===== src/rtl/alu_pkg.sv =====
// ---------------------------------------------------------------------------
// alu_pkg -- shared definitions for the ALU control slice.
//   * ALU operation codes driven on aluSel
//   * MIPS-style opcode / funct values recognised by the decoder
//   * controller state encoding and decoded instruction class
// ---------------------------------------------------------------------------
package alu_pkg;

  // ALU operation codes (only these values ever appear on aluSel)
  localparam logic [3:0] ALU_AND = 4'd0;
  localparam logic [3:0] ALU_OR  = 4'd1;
  localparam logic [3:0] ALU_ADD = 4'd2;
  localparam logic [3:0] ALU_SUB = 4'd6;
  localparam logic [3:0] ALU_SLT = 4'd7;
  localparam logic [3:0] ALU_NOR = 4'd12;

  // Opcodes
  localparam logic [5:0] OP_RTYPE = 6'h00;
  localparam logic [5:0] OP_BEQ   = 6'h04;
  localparam logic [5:0] OP_BNE   = 6'h05;
  localparam logic [5:0] OP_ADDI  = 6'h08;
  localparam logic [5:0] OP_SLTI  = 6'h0A;
  localparam logic [5:0] OP_ANDI  = 6'h0C;
  localparam logic [5:0] OP_ORI   = 6'h0D;
  localparam logic [5:0] OP_LW    = 6'h23;
  localparam logic [5:0] OP_SW    = 6'h2B;

  // R-type funct codes
  localparam logic [5:0] FN_ADD = 6'h20;
  localparam logic [5:0] FN_SUB = 6'h22;
  localparam logic [5:0] FN_AND = 6'h24;
  localparam logic [5:0] FN_OR  = 6'h25;
  localparam logic [5:0] FN_NOR = 6'h27;
  localparam logic [5:0] FN_SLT = 6'h2A;

  // Controller states
  typedef enum logic [2:0] {
    ST_IDLE   = 3'd0,
    ST_DECODE = 3'd1,
    ST_EXEC   = 3'd2,
    ST_MEM    = 3'd3,
    ST_WB     = 3'd4
  } state_t;

  // Decoded instruction class, selects the path through EXEC/MEM/WB
  typedef enum logic [2:0] {
    CLS_RTYPE = 3'd0,
    CLS_ALUI  = 3'd1,
    CLS_LOAD  = 3'd2,
    CLS_STORE = 3'd3,
    CLS_BEQ   = 3'd4,
    CLS_BNE   = 3'd5
  } instClass_t;

endpackage


===== src/rtl/alu_decode.sv =====
// ---------------------------------------------------------------------------
// alu_decode -- purely combinational instruction decoder.
//   opcode, funct : latched instruction fields
//   aluSel        : ALU operation for this instruction
//   srcB          : 0 = register operand, 1 = sign-extended immediate
//   instClass     : path class used by the controller FSM
//   illegal       : opcode/funct combination is not supported
// ---------------------------------------------------------------------------
module alu_decode
  import alu_pkg::*;
(
  input  logic [5:0] opcode,
  input  logic [5:0] funct,
  output logic [3:0] aluSel,
  output logic       srcB,
  output instClass_t instClass,
  output logic       illegal
);

  always_comb begin
    aluSel    = ALU_AND;
    srcB      = 1'b0;
    instClass = CLS_RTYPE;
    illegal   = 1'b0;
    unique case (opcode)
      OP_RTYPE: begin
        instClass = CLS_RTYPE;
        unique case (funct)
          FN_ADD:  aluSel = ALU_ADD;
          FN_SUB:  aluSel = ALU_SUB;
          FN_AND:  aluSel = ALU_AND;
          FN_OR:   aluSel = ALU_OR;
          FN_NOR:  aluSel = ALU_NOR;
          FN_SLT:  aluSel = ALU_SLT;
          default: illegal = 1'b1;
        endcase
      end
      OP_ADDI: begin instClass = CLS_ALUI;  aluSel = ALU_ADD; srcB = 1'b1; end
      OP_ANDI: begin instClass = CLS_ALUI;  aluSel = ALU_AND; srcB = 1'b1; end
      OP_ORI:  begin instClass = CLS_ALUI;  aluSel = ALU_OR;  srcB = 1'b1; end
      OP_SLTI: begin instClass = CLS_ALUI;  aluSel = ALU_SLT; srcB = 1'b1; end
      OP_LW:   begin instClass = CLS_LOAD;  aluSel = ALU_ADD; srcB = 1'b1; end
      OP_SW:   begin instClass = CLS_STORE; aluSel = ALU_ADD; srcB = 1'b1; end
      // Branches compare two registers, so the immediate is not the B operand
      OP_BEQ:  begin instClass = CLS_BEQ;   aluSel = ALU_SUB; end
      OP_BNE:  begin instClass = CLS_BNE;   aluSel = ALU_SUB; end
      default: illegal = 1'b1;
    endcase
    // Keep aluSel at a defined, legal value for unsupported encodings
    if (illegal) begin
      aluSel = ALU_AND;
      srcB   = 1'b0;
    end
  end

endmodule


===== src/rtl/alu_ctrl_fsm.sv =====
// ---------------------------------------------------------------------------
// alu_ctrl_fsm -- multi-cycle control FSM for a small MIPS-style datapath.
//   clk, rst          : clock, synchronous active-high reset
//   instValid/Ready   : instruction handshake (see below)
//   opcode, funct     : instruction fields, latched on accept
//   aZero             : ALU zero flag (combinational from the ALU)
//   memReady          : memory access complete
//   aluSel, srcB      : ALU control, driven in EXEC and MEM
//   memRead/memWrite  : memory strobes, held in MEM until memReady
//   regWrite, regDst, memToReg : write-back control, driven in WB
//   branchTaken       : one-cycle pulse in EXEC for a taken beq/bne
//   illegal           : one-cycle pulse in DECODE for an unsupported op
//   stateDbg          : current FSM state
//
// Handshake: an instruction transfers on a rising clk edge where
// instValid=1 and instReady=1. instReady is high only in IDLE (and never
// while rst=1); instValid is ignored in every other state, so an upstream
// source may hold instValid high and it is simply taken at the next IDLE.
// ---------------------------------------------------------------------------
module alu_ctrl_fsm
  import alu_pkg::*;
(
  input  logic       clk,
  input  logic       rst,
  input  logic       instValid,
  output logic       instReady,
  input  logic [5:0] opcode,
  input  logic [5:0] funct,
  input  logic       aZero,
  input  logic       memReady,
  output logic [3:0] aluSel,
  output logic       srcB,
  output logic       memRead,
  output logic       memWrite,
  output logic       regWrite,
  output logic       regDst,
  output logic       memToReg,
  output logic       branchTaken,
  output logic       illegal,
  output state_t     stateDbg
);

  state_t     state;
  state_t     nextState;
  logic [5:0] opReg;
  logic [5:0] fnReg;

  logic [3:0] decAluSel;
  logic       decSrcB;
  instClass_t decClass;
  logic       decIllegal;

  logic accept;

  alu_decode uDecode (
    .opcode    (opReg),
    .funct     (fnReg),
    .aluSel    (decAluSel),
    .srcB      (decSrcB),
    .instClass (decClass),
    .illegal   (decIllegal)
  );

  assign instReady = (state == ST_IDLE) && !rst;
  assign accept    = instValid && instReady;
  assign stateDbg  = state;

  always_ff @(posedge clk) begin
    if (rst) begin
      state <= ST_IDLE;
      opReg <= 6'd0;
      fnReg <= 6'd0;
    end else begin
      state <= nextState;
      if (accept) begin
        opReg <= opcode;
        fnReg <= funct;
      end
    end
  end

  always_comb begin
    nextState = state;
    unique case (state)
      ST_IDLE:   if (instValid) nextState = ST_DECODE;
      ST_DECODE: nextState = decIllegal ? ST_IDLE : ST_EXEC;
      ST_EXEC: begin
        unique case (decClass)
          CLS_LOAD, CLS_STORE: nextState = ST_MEM;
          CLS_BEQ, CLS_BNE:    nextState = ST_IDLE;
          default:             nextState = ST_WB;
        endcase
      end
      ST_MEM: begin
        if (memReady) nextState = (decClass == CLS_LOAD) ? ST_WB : ST_IDLE;
      end
      ST_WB:   nextState = ST_IDLE;
      default: nextState = ST_IDLE;
    endcase
  end

  // Outputs come from state plus the latched instruction. They are forced
  // low while rst is high so a reset landing in MEM/WB cannot leak a
  // memWrite or regWrite for the aborted instruction in that same cycle.
  always_comb begin
    aluSel      = ALU_AND;
    srcB        = 1'b0;
    memRead     = 1'b0;
    memWrite    = 1'b0;
    regWrite    = 1'b0;
    regDst      = 1'b0;
    memToReg    = 1'b0;
    branchTaken = 1'b0;
    illegal     = 1'b0;
    if (!rst) begin
      unique case (state)
        ST_DECODE: illegal = decIllegal;
        ST_EXEC: begin
          aluSel      = decAluSel;
          srcB        = decSrcB;
          branchTaken = ((decClass == CLS_BEQ) &&  aZero) ||
                        ((decClass == CLS_BNE) && !aZero);
        end
        ST_MEM: begin
          aluSel   = decAluSel;
          srcB     = decSrcB;
          memRead  = (decClass == CLS_LOAD);
          memWrite = (decClass == CLS_STORE);
        end
        ST_WB: begin
          regWrite = 1'b1;
          regDst   = (decClass == CLS_RTYPE);
          memToReg = (decClass == CLS_LOAD);
        end
        default: ;
      endcase
    end
  end

endmodule


===== config.mk =====
export PLATFORM = sky130hd
export DESIGN_NAME = alu_ctrl_fsm
export DESIGN_NICKNAME = d
export VERILOG_FILES = /design/src/rtl/alu_pkg.sv /design/src/rtl/alu_decode.sv /design/src/rtl/alu_ctrl_fsm.sv
export SDC_FILE = /design/constraint.sdc
export NUM_CORES = 1
export LEC_CHECK = 0
export CAP_MARGIN = 10
export CORE_UTILIZATION = 35
export DETAILED_ROUTE_END_ITERATION = 7
export HOLD_SLACK_MARGIN = 0.15
export PLACE_DENSITY = 0.63
export SYNTH_ARGS = -nofsm -noshare
export SYNTH_HDL_FRONTEND = slang
export SYNTH_SLANG_ARGS = --single-unit
export TNS_END_PERCENT = 5

===== constraint.sdc =====
create_clock -name clk -period 2.3 [get_ports clk]
set_input_delay 0.23 -clock clk [delete_from_list [all_inputs] [get_ports clk]]
set_output_delay 0.23 -clock clk [all_outputs]
set_load 0.01 [all_outputs]

==> impl_metrics.env <==
export IMPL_status="finished with violations"
export IMPL_violations="DRC, setup timing"
export IMPL_ys_seq_elements=15
export IMPL_place_gp_congestion=0.801
export IMPL_worstPathArrival_ns=2.20
export IMPL_clock_sinks=15
export IMPL_cts_buffers=3
export IMPL_n_antenna_cell=0
export IMPL_initial_core_util_pct=38.1
export IMPL_worstReg2RegEnd="stateDbg[1]$_SDFFE_PP0P_"
export IMPL_clock_latency_ns=0.30
export IMPL_grt_pass1_vias=1226
export IMPL_crit_required_ns=2.07
export IMPL_max_cap_violations=0
export IMPL_hold_viol_final=0
export IMPL_nets=214
export IMPL_critPathMaxStageDelay_ns=0.49
export IMPL_fillers=247
export IMPL_worst_slew_pin_slew_ns=0.493
export IMPL_r2r_start="opReg[1]$_SDFFE_PP0P_"
export IMPL_grt_antenna_before_repair=0
export IMPL_worst_hold_slack_ns=0.466
export IMPL_worstSetupEndpointType="output port"
export IMPL_critPathTopFamily="simple AND/OR/NAND/NOR gates"
export IMPL_seqCellArea_um2=310
export IMPL_syn_num_nets=154
export IMPL_cts_tree="yes"
export IMPL_place_ws_ns=-0.374
export IMPL_path_cells="or3b_4 -> and3_4 -> or4_4 -> a2111oi_4 -> buf_2"
export IMPL_min_period_ns=2.43
export IMPL_die_w_um=57.5
export IMPL_cellLeakagePower_nw=0.741
export IMPL_whs_endpoint="fnReg[4]$_SDFFE_PP0P_"
export IMPL_peakVddDrop_uv=268
export IMPL_synth_cell_types=42
export IMPL_min_path_cells=3
export IMPL_synth_ff_type="dfxtp_1"
export IMPL_critical_path_class="reg -> out"
export IMPL_via_per_inst=5.51
export IMPL_rsz0062_at_grt="true"
export IMPL_grt_max_degree=15
export IMPL_cp_max_fo=4
export IMPL_setup_viol=6
export IMPL_synth_edf_count=0
export IMPL_power_density_nw_per_um2=435
export IMPL_port_buffer_count=32
export IMPL_clock_fmax_mhz=412
export IMPL_wl_um=3380
export IMPL_synthCells=137
export IMPL_async_flop_share_pct=0
export IMPL_fin_crit_sh_pct=106
export IMPL_syn_area_per_cell_um2=7.87
export IMPL_holdCritStartpoint="funct[4]"
export IMPL_grtUsageTotal_pct=22.5
export IMPL_slew_headroom_pct=67.1
export IMPL_cts_buffer_depth=2
export IMPL_clk_pin_slew_ns=0.10
export IMPL_dpl_instance_area_um2=1620
export IMPL_num_rows=19
export IMPL_drtAntennaViolNets=0
export IMPL_syn_area_um2=1080
export IMPL_htreeDepth=1
export IMPL_fin_ws_ns=-0.127
export IMPL_grt_pass1_wl_um=5800
export IMPL_wl_per_cell_um=14.9
export IMPL_dieArea_um2=3310
export IMPL_die_h_um=57.5
export IMPL_seq_area_frac_synth_pct=27.8
export IMPL_hold_class="in -> reg"
export IMPL_drc=3
export IMPL_multi_input_area_um2=833
export IMPL_crit_buf_inv=1
export IMPL_r2r_slack_ns=0.49
export IMPL_grt_ovfl_total=0
export IMPL_worst_setup_path_start_kind="flop"
export IMPL_drv_slew=0
export IMPL_final_util_pct=62.4
export IMPL_r2r_cells=5
export IMPL_syn_to_final_growth_pct=63.7
export IMPL_firstDrtPassIters=6
export IMPL_drive_gt1_share_pct=37.2
export IMPL_crit_path_top_delay_cell="or4_4"
export IMPL_skew_ns=0.0129
export IMPL_final_cell_area_um2=1770
export IMPL_drt_initial_drc_count=46
export IMPL_core_area_um2=2830
export IMPL_ctsHoldBuffers=0
export IMPL_yosys_warnings=0
export IMPL_num_vias=1250
export IMPL_io_pin_count=33
export IMPL_cts_root_buf="clkbuf_4"
export IMPL_dp_hpwl_um=2440
## cell usage in the layout (no fill, tap or decap), drive strengths merged, types with 4 or more instances in the layout
cell / instances
nor4: 5
nor2: 6
nor2b: 4
a211oi: 5
clkdlybuf4s50: 20
nand3b: 15
nand2: 18
nand4b: 4
nand3: 13
a2111oi: 4
buf: 41
dfxtp: 15
clkbuf: 6
## per-layer routing
| layer | vias to the layer above | share of wire, % | track usage [%] |
|---|---|---|---|
| met5 | - | 0 | 0 |
| met4 | 0 | 2.0 | 10.8 |
| met3 | 6 | 4.5 | 2.27 |
| met2 | 41 | 49 | 36.9 |
| met1 | 575 | 44 | 29.6 |
| li1 | 628 | - | - |
## metrics by stage
stage / std cells / total power [W] / setup TNS (ns)
6_report: 227 / 0.000768 / -0.556
5_1_grt: 227 / 0.000817 / -1.22
4_1_cts: 225 / 0.000740 / -0.480
3_5_place_dp: 220 / 0.000561 / -1.75
3_3_place_gp: 220 / 0.000556 / -1.60
2_1_floorplan: 137 / 0.000433 / 0
## flip-flops by register name, indices dropped and copies added, names as in the netlist
register and count:
fnReg 6, opReg 6, stateDbg 3
## worst max path at each step
stage                          startpoint           to  slack (ns)  cells after the start
floorplan           opReg[5]$_SDFFE_PP0P_  branchTaken        0.07                      5
global placement    opReg[2]$_SDFFE_PP0P_  branchTaken       -0.30                      5
detailed placement  opReg[2]$_SDFFE_PP0P_  branchTaken       -0.37                      5
CTS                 opReg[2]$_SDFFE_PP0P_  branchTaken       -0.15                      5
global route        opReg[1]$_SDFFE_PP0P_    aluSel[1]       -0.25                      6
finish              opReg[1]$_SDFFE_PP0P_  branchTaken       -0.13                      5
## final cells by class
type | instances | area share, %
multi-input combinational | 108 | 47.2
timing repair buffer | 67 | 31.1
sequential | 15 | 17.6
tap | 31 | 2.20
clock buffer | 4 | 1.49
inverter | 2 | 0.425
## worst min-delay path: cells and delay by family
| kind | cells | cell delay (ns) |
|---|---|---|
| simple gates | 2 | 0.10 |
| buf+inv | 1 | 0.39 |
## Yosys cell counts (2+ instances only)
cell	instances	share of area, %
nand2_1	18	6.3
dfxtp_1	15	28
nand3b_1	15	10
nand3_1	13	6.0
clkbuf_1	9	3.1
nor2_1	6	2.1
a211oi_1	5	3.5
nand4b_1	4	3.2
nor2b_1	4	2.3
nor4_1	4	2.3
or2_2	3	1.7
a2111oi_0	2	1.6
a21oi_1	2	0.93
a32oi_1	2	1.6
buf_6	2	2.1
inv_1	2	0.70
nand2b_1	2	1.2
nor3_1	2	0.93
nor3b_1	2	1.4
o21ai_0	2	0.93
or4b_2	2	1.9
## power by group
group	total (W)	switching [W]	internal, W
combinational	0.000306	0.000145	0.000161
sequential	0.000301	0.0000205	0.000280
clock	0.000161	0.0000935	0.0000675
## kinds of logic (layout without fill, tap and decap cells)
group / Yosys count / count (layout) / synth area share (%)
compound gates: 23 / 23 / 16.5
buf+inv: 14 / 73 / 6.38
flops: 15 / 15 / 27.8
mux: 1 / 1 / 0.928
simple gates: 84 / 84 / 48.4
## repair_timing
action	in CTS	in global routing
endpoints found under the hold margin	0	0
setup buffers	1	2
endpoints found under the setup margin	12	8
pin swaps	3	6
resized for setup	42	20
(Power assumes the default switching activity.)
